--- src/rtl/stopwatch_bcd_counter.sv ---
// Stopwatch SS.hh in four BCD digits, driven by the 100 Hz timebase tick.
// Run/pause/lap/clear control; display frozen from the lap latch in LAP.
module stopwatch_bcd_counter #(
  parameter bit WRAP    = 1'b1,
  parameter int MAX_SEC = 59
) (
  input  logic       clk,
  input  logic       reset_n,
  input  logic       tick,
  input  logic       start_stop,
  input  logic       clear,
  input  logic       lap,
  output logic [3:0] d3,
  output logic [3:0] d2,
  output logic [3:0] d1,
  output logic [3:0] d0,
  output logic       running,
  output logic       overflow
);

  localparam logic [1:0] IDLE  = 2'd0;
  localparam logic [1:0] RUN   = 2'd1;
  localparam logic [1:0] PAUSE = 2'd2;
  localparam logic [1:0] LAP   = 2'd3;

  localparam logic [3:0] MAX_T = 4'(MAX_SEC / 10);
  localparam logic [3:0] MAX_U = 4'(MAX_SEC % 10);

  logic [1:0] state, state_n;
  logic [3:0] c3, c2, c1, c0;
  logic [3:0] n3, n2, n1, n0;
  logic [3:0] l3, l2, l1, l0;
  logic       cnt_en, term, ss_ok, latch, ovf_n;
  logic       w0, w1, w2;

  always_comb begin
    cnt_en = tick && !clear && (state == RUN || state == LAP);
    w0     = (c0 == 4'd9);
    w1     = (c1 == 4'd9);
    w2     = (c2 == 4'd9);
    term   = cnt_en && w0 && w1 && c3 == MAX_T && c2 == MAX_U;
    n3 = c3;
    n2 = c2;
    n1 = c1;
    n0 = c0;
    if (term) begin
      if (WRAP) begin
        n3 = 4'd0;
        n2 = 4'd0;
        n1 = 4'd0;
        n0 = 4'd0;
      end
    end else if (cnt_en) begin
      n0 = w0 ? 4'd0 : c0 + 4'd1;
      if (w0)
        n1 = w1 ? 4'd0 : c1 + 4'd1;
      if (w0 && w1)
        n2 = w2 ? 4'd0 : c2 + 4'd1;
      if (w0 && w1 && w2)
        n3 = (c3 == 4'd9) ? 4'd0 : c3 + 4'd1;
    end
  end

  // Sticky overflow in saturate mode locks out start_stop.
  always_comb begin
    ss_ok   = start_stop && !(overflow && !WRAP);
    state_n = state;
    latch   = 1'b0;
    if (clear) begin
      state_n = IDLE;
    end else if (term && !WRAP) begin
      state_n = PAUSE;
    end else if (ss_ok) begin
      unique case (state)
        IDLE, PAUSE: state_n = RUN;
        RUN, LAP:    state_n = PAUSE;
      endcase
    end else if (lap) begin
      if (state == RUN) begin
        state_n = LAP;
        latch   = 1'b1;
      end else if (state == LAP) begin
        state_n = RUN;
      end
    end
    if (clear)
      ovf_n = 1'b0;
    else if (term)
      ovf_n = 1'b1;
    else
      ovf_n = WRAP ? 1'b0 : overflow;
  end

  always_ff @(posedge clk or negedge reset_n) begin
    if (!reset_n) begin
      state    <= IDLE;
      overflow <= 1'b0;
      c3 <= '0; c2 <= '0; c1 <= '0; c0 <= '0;
      l3 <= '0; l2 <= '0; l1 <= '0; l0 <= '0;
    end else begin
      state    <= state_n;
      overflow <= ovf_n;
      if (clear) begin
        c3 <= '0; c2 <= '0; c1 <= '0; c0 <= '0;
        l3 <= '0; l2 <= '0; l1 <= '0; l0 <= '0;
      end else begin
        c3 <= n3; c2 <= n2; c1 <= n1; c0 <= n0;
        if (latch) begin
          l3 <= c3; l2 <= c2; l1 <= c1; l0 <= c0;
        end
      end
    end
  end

  always_comb begin
    running = (state == RUN) || (state == LAP);
    if (state == LAP) begin
      d3 = l3; d2 = l2; d1 = l1; d0 = l0;
    end else begin
      d3 = c3; d2 = c2; d1 = c1; d0 = c0;
    end
  end

endmodule

--- config.mk ---
export PLATFORM = sky130hd
export DESIGN_NAME = stopwatch_bcd_counter
export DESIGN_NICKNAME = d
export VERILOG_FILES = /design/src/rtl/stopwatch_bcd_counter.sv
export SDC_FILE = /design/constraint.sdc
export NUM_CORES = 1
export LEC_CHECK = 0
export BUFFER_PORTS_ARGS = -buffer_cell sky130_fd_sc_hd__buf_2
export CORE_AREA = 2 2 46 81
export CTS_CLUSTER_SIZE = 8
export DETAILED_ROUTE_END_ITERATION = 7
export DIE_AREA = 0 0 48 83
export GPL_TIMING_DRIVEN = 0
export PLACE_DENSITY = 0.87
export SKIP_CTS_REPAIR_TIMING = 1
export SYNTH_ARGS = -nofsm -noshare
export SYNTH_HDL_FRONTEND = slang
export SYNTH_SLANG_ARGS = --single-unit
export TNS_END_PERCENT = 20
--- constraint.sdc ---
create_clock -name clk -period 3.3 [get_ports clk]
set_clock_uncertainty 0.1 [all_clocks]
set_input_delay 0.825 -clock clk [delete_from_list [all_inputs] [get_ports clk]]
set_output_delay 0.825 -clock clk [all_outputs]
set_load 0.03 [all_outputs]
==> summary.md <==
| Metric | Value |
|---|---|
| Synth Cell Area | `0.002002 sq mm` |
| Total CTS buffers | `5` |
| Post-synthesis compound-gate area fraction | `0.1075` |
| R2R Setup Slk | `between 1 and 1.5 ns` |
| Yosys reg bits | `35` |
| Chip height | `just over 80 um` |
| Clk Latency, worst-skew pair | `0.29 ns` |
| Clock sink count | `35` |
| Final Max Tran Viols | `0` |
| CP endpoint kind | `output pin` |
| CP Max Fanout | `10` |
| Hold crit path type | `reg2reg` |
| Via density | `5.686` |
| DR pass1 iterations | `4` |
| Fmax | `0.3423 GHz` |
| DRT iter0 DRCs | `56` |
| Worst Hold Endpoint | `l0[3]$_DFFE_PN0P_` |
| Core Region | `0.003328 sq mm` |
| FILL cells | `~270` |
| Crit Path Class | `reg2out` |
| Final period utilization | `0.8852` |
| P per Cell Area | `approximately 400 mW/mm^2` |
| Primary FF master, synth | `dfrtp_1` |
| Worst hold start | `l0[3]$_DFFE_PN0P_` |
| Cell repeated most along the worst path | `buf_2` |
| CP arrival | `2.00 ns` |
| Rows | `28` |
| First-pass GRT wire length | `roughly 7300 um` |
| Chip width | `48 um` |
| Post-synthesis adder-cell area fraction | `0.05000` |
| Fin nets | `approximately 260` |
| Worst Tran Pin Value | `between 0.7 and 0.8 ns` |
| Clock power share | `0.445` |
| Post-Place Cell Area | `~0.0022 sq mm` |
| Max_cap viols | `0` |
| Via count | `about 1,600` |
| Synth Net Count | `229` |
| Initial Utilization | `0.6015` |
| Slowest cell on crit path | `mux2_2` |
| Int Pwr | `roughly 690 uW` |
| Netlist cell types | `34` |
| Register area share after synthesis | `0.4375` |
| Warnings, synthesis | `0` |
| Sequential power share | `0.487` |
| Antenna Cells | `0` |
| Simple-Gate Fraction of Synth Area | `0.2438` |
| Setup Viol. Count Final | `0` |
| Static Leak | `roughly 1.1 nW` |
| RSZ-0062 raised after global routing | `no` |
| RR Startpoint | `c0[0]$_DFFE_PN0P_` |
| Drt total wl | `4471 um` |
| CTS clock-pin slew for the worst setup and hold paths | `approximately 0.07 ns` |
| Synth Area per Inst | `~9.3 sq um` |
| Post-layout minimum cycle time | `around 3 ns` |
| Clock Root Buffer | `clkbuf_8` |
| Reg2reg end | `c3[2]$_DFFE_PN0P_` |
| Worst Path Required | `between 2 and 2.5 ns` |
| Proportion of synthesized area in mux cells | `0.1150` |
| CP max stage delay | `approximately 0.4 ns` |
| Ports | `24` |
| Outcome | `complete, no violations` |
| Gr ovfl total | `0` |
| DRC viols | `0` |
| Final ANT Viol Nets | `0` |
| Syn Inst Count | `approximately 220` |
| Post-synth EDFFs | `0` |
| Power Total | `between 800 and 900 uW` |
| Total track usage | `0.2531` |
| Switch share | `0.2247` |
| Routed len/inst | `between 15 and 20 um` |
| Area Growth Syn to Fin | `14.19%` |
| Largest net degree at the start of global routing | `36` |
| Fin util | `0.6868` |
| Multi-input gate area | `between 0.001 and 0.0015 sq mm` |
| Vias in the first global route | `about 1,600` |
| WHS Path Cells | `2` |
| Startpoint Class | `flop` |
| CTS tree | `yes` |
| Asr flop ratio synth | `1.000` |
| Share of cells above drive strength 1 | `0.2327` |
| Peak supply drop | `0.4891 mV` |
| Commonest cells after routing, fill and taps aside | `nand2_1 (43), dfrtp_1 (35), a21oi_1 (32)` |
| Most common cell after layout, fill and taps aside | `nand2_1` |
| Sw Pwr | `around 200 uW` |
| Die area | `0.003984 sq mm` |
| Clk buf depth | `2` |
| FF+latch area | `875.8 sq um` |
| XOR/XNOR share of the synthesized area | `0.008750` |
| Worst-case reg-to-reg path depth | `5` |
| Minimum hold slack | `between 0.4 and 0.5 ns` |
| Final design area excluding fillers | `approximately 0.0023 sq mm` |
| Endpoints failing hold | `0` |
| Power share of the combinational group | `0.068` |
| Worst path cell trace | `buf_6, nand2_1, buf_2, mux2_2, buf_2` |
| Main combinational cell family by area after synthesis | `simple AND/OR/NAND/NOR gates` |
| H-tree depth | `2` |
| Initial antenna violation count | `0` |
| Port buffer count | `22` |
| Relative slew slack | `0.4867` |
| TNS Setup | `0 ns` |
| GP Congestion | `between 0.8 and 0.9` |
| Post-DP HPWL | `around 3100 um` |
worst max-delay path: cells and delay by family (launching register included):
kind                   cells  cell delay (ns)
buffers and inverters      3             0.65
DFF                        1             0.38
and+or+nand+nor            1             0.28
muxes                      1             0.39
stage by stage:
stage               std cells  setup WS, ns
floorplan                 215         1.039
global placement          282        0.7103
detailed placement        282        0.7097
CTS                       290        0.3837
global route              290        0.3169
finish                    290        0.3788
how the worst max path moves through the flow:
stage | start | to | slack, ns | cells after the start
floorplan | state[0]$_DFFE_PN0P_ | d0[2] | 1.04 | 4
global placement | state[0]$_DFFE_PN0P_ | d0[2] | 0.71 | 5
detailed placement | state[0]$_DFFE_PN0P_ | d0[2] | 0.71 | 5
CTS | state[0]$_DFFE_PN0P_ | d0[2] | 0.38 | 5
global route | state[0]$_DFFE_PN0P_ | d0[2] | 0.32 | 5
finish | state[0]$_DFFE_PN0P_ | d0[2] | 0.38 | 5
layout make-up:
class,count,area share
well taps,45,0.02463
inverters,5,0.008210
clock inverters,2,0.01533
clock buffers,6,0.03612
multi-input cells,163,0.4598
flip-flops and latches,35,0.3831
plain buffers,12,0.02463
repair buffers,22,0.04817
kinds of logic after synthesis:
kind of cell | count (synthesis)
buffers and inverters | 17
DFF | 35
muxes | 21
and+or+nand+nor | 92
adders and majority gates | 8
AOI/OAI and AO/OA | 40
xor gates and xnor gates | 2
cell usage after synthesis, types with 2 or more instances:
master / number / area share
nand2_1: 43 / 0.081
dfrtp_1: 35 / 0.44
a21oi_1: 32 / 0.080
mux2_2: 16 / 0.090
nor2_1: 16 / 0.030
clkbuf_1: 8 / 0.015
ha_1: 8 / 0.050
inv_1: 5 / 0.0094
mux2i_1: 5 / 0.025
nor3_1: 4 / 0.010
nor4_1: 4 / 0.012
o21ai_0: 4 / 0.010
and2_1: 3 / 0.0094
and3b_1: 3 / 0.013
buf_2: 3 / 0.0075
nand3_1: 3 / 0.0075
nand3b_1: 2 / 0.0075
nand3b_4: 2 / 0.020
nand4_1: 2 / 0.0062
nor2b_1: 2 / 0.0062
or3_1: 2 / 0.0062
state kept, by name, indices dropped and copies added (netlist names):
register,count
l3,4
c3,4
c2,4
l1,4
c0,4
c1,4
state,2
overflow,1
l0,4
l2,4
per-layer routing:
| layer | track usage | wire length, um |
|---|---|---|
| met4 | 0.1204 | 124 |
| met2 | 0.4158 | 2384 |
| met3 | 0.06304 | 189 |
| met1 | 0.2851 | 1772 |
| met5 | 0 | 0 |
power groups by stage:
stage                     registers (mW)  clock network [mW]  logic (mW)
after floorplan                    0.443                   0      0.0373
final                              0.435               0.398      0.0609
after CTS                          0.435               0.405      0.0612
after global placement             0.443                   0      0.0601
after detailed placement           0.444                   0      0.0607
after global routing               0.435               0.431      0.0657
Power figures use the tool's default switching activity.
